$ cat src/rtl/pps_loop_filter_dac.sv
`default_nettype none
// ============================================================================
// Module   : pps_loop_filter_dac
// Purpose  : PI loop filter for the disciplined oscillator. Each phase-error
//            strobe updates a saturating integrator, forms a clamped 16-bit
//            DAC code and streams it to the SPI master as two bytes, MSB
//            first, over the ready/valid handshake.
// Options  : DAC_LOOP_MANUAL_EN - compiles in the manual DAC override with a
//            bumpless integrator preload on return to closed loop.
// Revision : 1.0 - initial release
// ============================================================================
module pps_loop_filter_dac #(
  parameter int          KP_SHIFT = 4,
  parameter int          KI_SHIFT = 8,
  parameter logic [15:0] DAC_MID  = 16'h8000,
  parameter int          ACC_W    = 32
) (
  input  logic        i_Clk,
  input  logic        i_Rst_L,
  input  logic        i_Err_DV,
  input  logic [15:0] i_Phase_Err,
  input  logic        i_Manual,
  input  logic [15:0] i_Manual_Val,
  input  logic        i_TX_Ready,
  output logic        o_TX_DV,
  output logic [7:0]  o_TX_Byte,
  output logic [15:0] o_DAC_Val,
  output logic        o_Busy,
  output logic        o_Sat,
  output logic        o_Drop
);

  typedef enum logic [2:0] {
    S_IDLE    = 3'd0,
    S_CALC1   = 3'd1,
    S_CALC2   = 3'd2,
    S_SEND_HI = 3'd3,
    S_WAIT_HI = 3'd4,
    S_SEND_LO = 3'd5,
    S_WAIT_LO = 3'd6
  } state_t;

  localparam logic signed [ACC_W-1:0] c_acc_max = {1'b0, {(ACC_W-1){1'b1}}};
  localparam logic signed [ACC_W-1:0] c_acc_min = {1'b1, {(ACC_W-1){1'b0}}};

  state_t                   r_state;
  logic signed [15:0]       r_err;
  logic signed [ACC_W-1:0]  r_integ;
  logic signed [ACC_W-1:0]  r_cand;
  logic [15:0]              r_dac;
  logic                     r_sat;
  logic                     r_drop;
  logic                     r_tx_dv;
  logic [7:0]               r_tx_byte;
`ifdef DAC_LOOP_MANUAL_EN
  logic                     r_manual;
`endif

  // Integrator candidate: integ + err computed one bit wider, then saturated.
  logic signed [ACC_W:0]    w_err_acc1;
  logic signed [ACC_W:0]    w_integ_acc1;
  logic signed [ACC_W:0]    w_cand_raw;
  logic signed [ACC_W-1:0]  w_cand;

  assign w_err_acc1   = {{(ACC_W+1-16){r_err[15]}}, r_err};
  assign w_integ_acc1 = {r_integ[ACC_W-1], r_integ};
  assign w_cand_raw   = w_integ_acc1 + w_err_acc1;

  // Saturate the candidate when the top two bits of the wide sum disagree.
  always_comb begin
    w_cand = w_cand_raw[ACC_W-1:0];
    if (w_cand_raw[ACC_W] != w_cand_raw[ACC_W-1]) begin
      w_cand = w_cand_raw[ACC_W] ? c_acc_min : c_acc_max;
    end
  end

  // Output sum: two guard bits so neither term can wrap before the clamp.
  logic signed [ACC_W+1:0]  w_mid_x;
  logic signed [ACC_W+1:0]  w_err_x;
  logic signed [ACC_W+1:0]  w_cand_x;
  logic signed [ACC_W+1:0]  w_sum;
  logic [15:0]              w_clamp_val;
  logic                     w_clamped;

  assign w_mid_x  = {{(ACC_W+2-16){1'b0}}, DAC_MID};
  assign w_err_x  = {{(ACC_W+2-16){r_err[15]}}, r_err};
  assign w_cand_x = {{2{r_cand[ACC_W-1]}}, r_cand};
  assign w_sum    = w_mid_x + (w_err_x >>> KP_SHIFT) + (w_cand_x >>> KI_SHIFT);

  // Clamp the sum into the 16-bit unsigned DAC range.
  always_comb begin
    w_clamp_val = w_sum[15:0];
    w_clamped   = 1'b0;
    if (w_sum[ACC_W+1]) begin
      w_clamp_val = 16'h0000;
      w_clamped   = 1'b1;
    end else if (|w_sum[ACC_W:16]) begin
      w_clamp_val = 16'hFFFF;
      w_clamped   = 1'b1;
    end
  end

  // Commit values; integrator only advances when the output was not clamped.
  logic [15:0]              w_next_dac;
  logic                     w_next_sat;
  logic signed [ACC_W-1:0]  w_next_integ;

`ifdef DAC_LOOP_MANUAL_EN
  logic signed [16:0]       w_man_diff;
  logic signed [ACC_W-1:0]  w_man_integ;

  assign w_man_diff  = $signed({1'b0, i_Manual_Val}) - $signed({1'b0, DAC_MID});
  assign w_man_integ = {{(ACC_W-17){w_man_diff[16]}}, w_man_diff} <<< KI_SHIFT;
`else
  logic w_unused_manual;
  assign w_unused_manual = ^{i_Manual, i_Manual_Val};
`endif

  // Select between closed-loop result and manual override.
  always_comb begin
    w_next_dac   = w_clamp_val;
    w_next_sat   = w_clamped;
    w_next_integ = w_clamped ? r_integ : r_cand;
`ifdef DAC_LOOP_MANUAL_EN
    if (r_manual) begin
      w_next_dac   = i_Manual_Val;
      w_next_sat   = 1'b0;
      w_next_integ = w_man_integ;
    end
`endif
  end

  // Sequencer: accept strobe, two calc cycles, then two handshaked bytes.
  always_ff @(posedge i_Clk or negedge i_Rst_L) begin
    if (!i_Rst_L) begin
      r_state   <= S_IDLE;
      r_err     <= '0;
      r_integ   <= '0;
      r_cand    <= '0;
      r_dac     <= DAC_MID;
      r_sat     <= 1'b0;
      r_drop    <= 1'b0;
      r_tx_dv   <= 1'b0;
      r_tx_byte <= 8'h00;
`ifdef DAC_LOOP_MANUAL_EN
      r_manual  <= 1'b0;
`endif
    end else begin
      r_tx_dv <= 1'b0;
      r_drop  <= i_Err_DV && (r_state != S_IDLE);
      case (r_state)
        S_IDLE: begin
          if (i_Err_DV) begin
            r_err   <= $signed(i_Phase_Err);
`ifdef DAC_LOOP_MANUAL_EN
            r_manual <= i_Manual;
`endif
            r_state <= S_CALC1;
          end
        end
        S_CALC1: begin
          r_cand  <= w_cand;
          r_state <= S_CALC2;
        end
        S_CALC2: begin
          r_dac   <= w_next_dac;
          r_sat   <= w_next_sat;
          r_integ <= w_next_integ;
          r_state <= S_SEND_HI;
        end
        S_SEND_HI: begin
          if (i_TX_Ready) begin
            r_tx_byte <= r_dac[15:8];
            r_tx_dv   <= 1'b1;
            r_state   <= S_WAIT_HI;
          end
        end
        S_WAIT_HI: begin
          // The pulse cycle is the first WAIT cycle; ready is stale there.
          if (!r_tx_dv && i_TX_Ready) r_state <= S_SEND_LO;
        end
        S_SEND_LO: begin
          if (i_TX_Ready) begin
            r_tx_byte <= r_dac[7:0];
            r_tx_dv   <= 1'b1;
            r_state   <= S_WAIT_LO;
          end
        end
        S_WAIT_LO: begin
          if (!r_tx_dv && i_TX_Ready) r_state <= S_IDLE;
        end
        default: r_state <= S_IDLE;
      endcase
    end
  end

  assign o_TX_DV   = r_tx_dv;
  assign o_TX_Byte = r_tx_byte;
  assign o_DAC_Val = r_dac;
  assign o_Busy    = (r_state != S_IDLE);
  assign o_Sat     = r_sat;
  assign o_Drop    = r_drop;

endmodule
`default_nettype wire
$ cat config.mk
export PLATFORM = sky130hd
export DESIGN_NAME = pps_loop_filter_dac
export DESIGN_NICKNAME = d
export VERILOG_FILES = /design/src/rtl/pps_loop_filter_dac.sv
export SDC_FILE = /design/constraint.sdc
export NUM_CORES = 1
export LEC_CHECK = 0
export CELL_PAD_IN_SITES_DETAIL_PLACEMENT = 1
export CELL_PAD_IN_SITES_GLOBAL_PLACEMENT = 1
export CORE_ASPECT_RATIO = 1.4
export CORE_MARGIN = 2
export CORE_UTILIZATION = 46
export DETAILED_ROUTE_END_ITERATION = 8
export GPL_TIMING_DRIVEN = 0
export PLACE_DENSITY = 0.88
export SLEW_MARGIN = 10
export SYNTH_ARGS = -nofsm -noshare
export SYNTH_HDL_FRONTEND = slang
export SYNTH_SLANG_ARGS = --single-unit
$ cat constraint.sdc
create_clock -name i_Clk -period 5.4 [get_ports i_Clk]
set_input_delay 0.54 -clock i_Clk [delete_from_list [all_inputs] [get_ports i_Clk]]
set_output_delay 0.54 -clock i_Clk [all_outputs]
set_load 0.01 [all_outputs]
==> flow_summary.html <==
<table>
<tr><th>Metric</th><th>Value</th></tr>
<tr><th colspan="2">Clocking</th></tr>
<tr><td>Total number of H-tree levels</td><td>3</td></tr>
<tr><td>Clock latency reported for the late side of the worst-skew pair</td><td>0.36 ns</td></tr>
<tr><td>Setup repair bufs after CTS</td><td>0</td></tr>
<tr><td>Hold-fix buffers, CTS</td><td>0</td></tr>
<tr><td>Clock tree from TritonCTS</td><td>done</td></tr>
<tr><td>Number of clock sinks seen by CTS</td><td>110</td></tr>
<tr><td>Maximum buffer depth of the clock tree</td><td>2</td></tr>
<tr><td>Clock root cell</td><td>clkbuf_16</td></tr>
<tr><td>Worst-path clk slew</td><td>0.08 ns</td></tr>
<tr><td>Cts repair resizes</td><td>0</td></tr>
<tr><td>Clock buffer count from CTS</td><td>9</td></tr>
<tr><th colspan="2">Outcome</th></tr>
<tr><td>Status</td><td>finished clean</td></tr>
<tr><th colspan="2">Placed design</th></tr>
<tr><td>Post-Place Setup Slack</td><td>0.4284 ns</td></tr>
<tr><td>Hpwl dp</td><td>about 18000 um</td></tr>
<tr><td>Cell count after placement</td><td>1081</td></tr>
<tr><td>Number of buffers inserted by port buffering</td><td>47</td></tr>
<tr><td>Instance area after placement</td><td>8536 um^2</td></tr>
<tr><td>Routability cong.</td><td>0.8758</td></tr>
<tr><th colspan="2">Synth</th></tr>
<tr><td>Portion of the post-synthesis area used by sequential elements</td><td>35.39%</td></tr>
<tr><td>Largest area contributor in the synthesized netlist</td><td>dfrtp_1</td></tr>
<tr><td>Instance count of the mapped netlist</td><td>830</td></tr>
<tr><td>Syn Nets</td><td>948</td></tr>
<tr><td>Synthesized cell area</td><td>roughly 7800 um^2</td></tr>
<tr><td>Syn_area_per_cell</td><td>between 9 and 10 um^2</td></tr>
<tr><td>Total number of yosys warnings</td><td>0</td></tr>
<tr><td>Share of synthesized flip-flops with an asynchronous set or reset</td><td>100.0%</td></tr>
<tr><td>Cell types with the largest area share after synthesis</td><td>dfrtp_1 35%, ha_1 13%, mux2_2 5.5%, nor2_1 4.2%, o21ai_0 4.1%</td></tr>
<tr><td>Flip-flop cell with the highest count after synthesis</td><td>dfrtp_1</td></tr>
<tr><td>Post-synth cell types</td><td>73</td></tr>
<tr><td>Share of the synthesized area in the top cell type</td><td>35.05%</td></tr>
<tr><td>Count of flip-flops with a built-in enable after synthesis</td><td>0</td></tr>
<tr><td>Synth Register Bits</td><td>110</td></tr>
<tr><th colspan="2">Routing</th></tr>
<tr><td>Routed Antenna Nets</td><td>0</td></tr>
<tr><td>Number of detailed-routing iterations run before antenna repair</td><td>5</td></tr>
<tr><td>Ratio of routed vias to standard cells</td><td>~6.3</td></tr>
<tr><td>WL per Instance</td><td>between 20 and 25 um</td></tr>
<tr><td>Routed via count</td><td>6858</td></tr>
<tr><td>Total Routed Length</td><td>24480 um</td></tr>
<tr><td>Initial DRC Count</td><td>407</td></tr>
<tr><td>Drt drc</td><td>0</td></tr>
<tr><th colspan="2">Critical path</th></tr>
<tr><td>Worst setup EP type</td><td>register</td></tr>
<tr><td>Critical Path AT</td><td>4.93 ns</td></tr>
<tr><td>Max Fanout on Critical Path</td><td>29</td></tr>
<tr><td>Max stage delay on crit path</td><td>around 0.80 ns</td></tr>
<tr><td>Worst setup SP type</td><td>register</td></tr>
<tr><td>Cells along the critical path</td><td>inv_1 &gt; ha_1 &gt; inv_1 &gt; ha_1 &gt; nand2_1 &gt; nor3_1 &gt; a2111oi_0 &gt; o22a_1 &gt; and3_1 &gt; nor3_2 &gt; nand4_2 &gt; nor4_4 &gt; buf_6 &gt; mux2_1</td></tr>
<tr><td>Worst endpoint required time</td><td>5.64 ns</td></tr>
<tr><td>Crit path max-delay cell type</td><td>dfrtp_2</td></tr>
<tr><td>Type of the setup path with the least slack</td><td>reg2reg</td></tr>
<tr><th colspan="2">Timing</th></tr>
<tr><td>Final number of max-transition violations</td><td>0</td></tr>
<tr><td>Count of endpoints failing hold in the final timing report</td><td>0</td></tr>
<tr><td>Worst Tran Pin Value</td><td>1.051 ns</td></tr>
<tr><td>Final worst clock skew</td><td>~0.014 ns</td></tr>
<tr><td>Smallest hold slack</td><td>0.07904 ns</td></tr>
<tr><td>Worst Setup Slack, final</td><td>0.7028 ns</td></tr>
<tr><td>Final setup fails</td><td>0</td></tr>
<tr><td>Final worst-path cycle share</td><td>86.99%</td></tr>
<tr><td>Shortest clock period the worst path allows after layout</td><td>4.697 ns</td></tr>
<tr><td>Maximum clock frequency</td><td>212.9 MHz</td></tr>
<tr><td>RSZ-0062 raised after global routing</td><td>false</td></tr>
<tr><td>Max-slew headroom</td><td>29.68%</td></tr>
<tr><th colspan="2">GRT</th></tr>
<tr><td>Number of antenna violations at the first check in global routing</td><td>0</td></tr>
<tr><td>Maximum number of pins on one net before global-route repair</td><td>70</td></tr>
<tr><td>Number of global-route vias before repair</td><td>7451</td></tr>
<tr><td>Remaining Overflow, GRT</td><td>0</td></tr>
<tr><td>First-pass GRT wire length</td><td>38580 um</td></tr>
<tr><td>Global Route Usage Sum</td><td>between 20% and 30%</td></tr>
<tr><th colspan="2">Finish</th></tr>
<tr><td>Fill cell count</td><td>1943</td></tr>
<tr><td>Number of inserted diodes</td><td>0</td></tr>
<tr><td>Synth-to-Final Area Change</td><td>13.41%</td></tr>
<tr><td>Top library cells by usage in the layout, fill and taps aside</td><td>108 x dfrtp_1, 88 x nor2_1, 81 x nand2_1, 79 x ha_1, 64 x o21ai_0</td></tr>
<tr><td>Finished Layout Cells</td><td>1097</td></tr>
<tr><td>Most common cell after layout, fill and taps aside</td><td>dfrtp_1</td></tr>
<tr><td>Ratio of cells with drive above 1 in the final layout</td><td>between 9 and 10%</td></tr>
<tr><td>Nets</td><td>1007</td></tr>
<tr><td>Summed area of non-filler cells in the final layout</td><td>8826 um^2</td></tr>
<tr><th colspan="2">Floorplan</th></tr>
<tr><td>Total die area</td><td>approximately 18000 um^2</td></tr>
<tr><td>Starting density of the core</td><td>a little under half</td></tr>
<tr><td>Core footprint</td><td>16680 um^2</td></tr>
<tr><td>Number of cell rows</td><td>56</td></tr>
<tr><td>DIE WIDTH</td><td>113.9 um</td></tr>
<tr><td>Die height</td><td>157.9 um</td></tr>
<tr><td>Ports placed on the boundary</td><td>65</td></tr>
<tr><th colspan="2">Job</th></tr>
<tr><td>MaxCap Viol Count</td><td>0</td></tr>
<tr><th colspan="2">Min path</th></tr>
<tr><td>Hold Crit Class</td><td>in2async</td></tr>
</table>
==> cells in the mapped netlist (all sizes together), types with 13 or more instances <==
| library cell | count |
|---|---|
| a21oi | 52 |
| xor2 | 20 |
| xnor2 | 23 |
| a21o | 33 |
| o31a | 13 |
| inv | 19 |
| dfrtp | 109 |
| mux2 | 47 |
| nor2 | 88 |
| o21ai | 71 |
| ha | 79 |
| clkbuf | 23 |
| nand2 | 81 |
==> state kept, by name, summed over array words and instances (netlist names) <==
register and cells:
r_cand 32, r_integ 32, o_DAC_Val 16, r_err 16
o_TX_Byte 8, r_state 3, o_Drop 1, o_Sat 1
o_TX_DV 1
==> per-stage QoR <==
stage	utilization (%)	setup TNS [ns]
6_report	52.93	0
3_3_place_gp	51.01	-46.56
2_1_floorplan	-	0
4_1_cts	52.92	0
5_1_grt	52.93	0
3_5_place_dp	51.19	0
==> cells by family after synthesis <==
| group | after synthesis | share of synthesized area (%) |
|---|---|---|
| AO/OA/AOI/OAI | 245 | 20.79 |
| XOR/XNOR | 43 | 4.839 |
| adder cells (fa/ha/maj) | 82 | 13.34 |
| buffers and inverters | 52 | 2.958 |
| flip-flops | 110 | 35.39 |
| multiplexers | 58 | 8.216 |
| AND/OR/NAND/NOR | 240 | 14.47 |
==> final cells by class <==
class	count	area (um^2)	share of cell area (%)
clock inverters	7	63.81	0.7230
well taps	203	254.0	2.878
repair buffers	48	499.2	5.656
plain buffers	33	158.9	1.800
inverters	19	71.32	0.8081
clock buffers	9	225.2	2.552
multi-input cells	668	4798	54.37
flip-flops and latches	110	2755	31.22
==> worst paths after layout <==
path | start | end | slack, ns | cells past startpoint
setup / recovery | r_err[15] | r_integ[0] | 0.70 | 14
hold / removal | i_Rst_L | r_integ[25] | 0.08 | 1
setup reg to reg | r_err[15] | r_integ[0] | 0.70 | 14
hold reg to reg | o_TX_Byte[2] | o_TX_Byte[2] | 0.48 | 2
max in group asynchronous | i_Rst_L | r_err[15] | 4.61 | 2
min in group i_Clk | o_TX_Byte[2] | o_TX_Byte[2] | 0.48 | 2
==> critical path: cells and delay by family, from the launching register on <==
family | cells | cell delay, ns
simple gates | 6 | 1.75
flops | 1 | 0.80
fa+ha+maj | 2 | 0.72
buf+inv | 3 | 0.54
compound gates | 2 | 0.40
mux | 1 | 0.36
==> routing by layer <==
metal  global-route usage (%)  wire length, um  vias up
met5                        0                0        -
met4                    16.09             1366        0
met3                    3.025              743       91
met2                    53.00            13390      211
met1                    28.30             8980     3428
li1                         -                -     3128
Power is left out: the tool's default activity adds up to more than one toggle a clock period on the data nets, which glitch-free logic cannot reach.
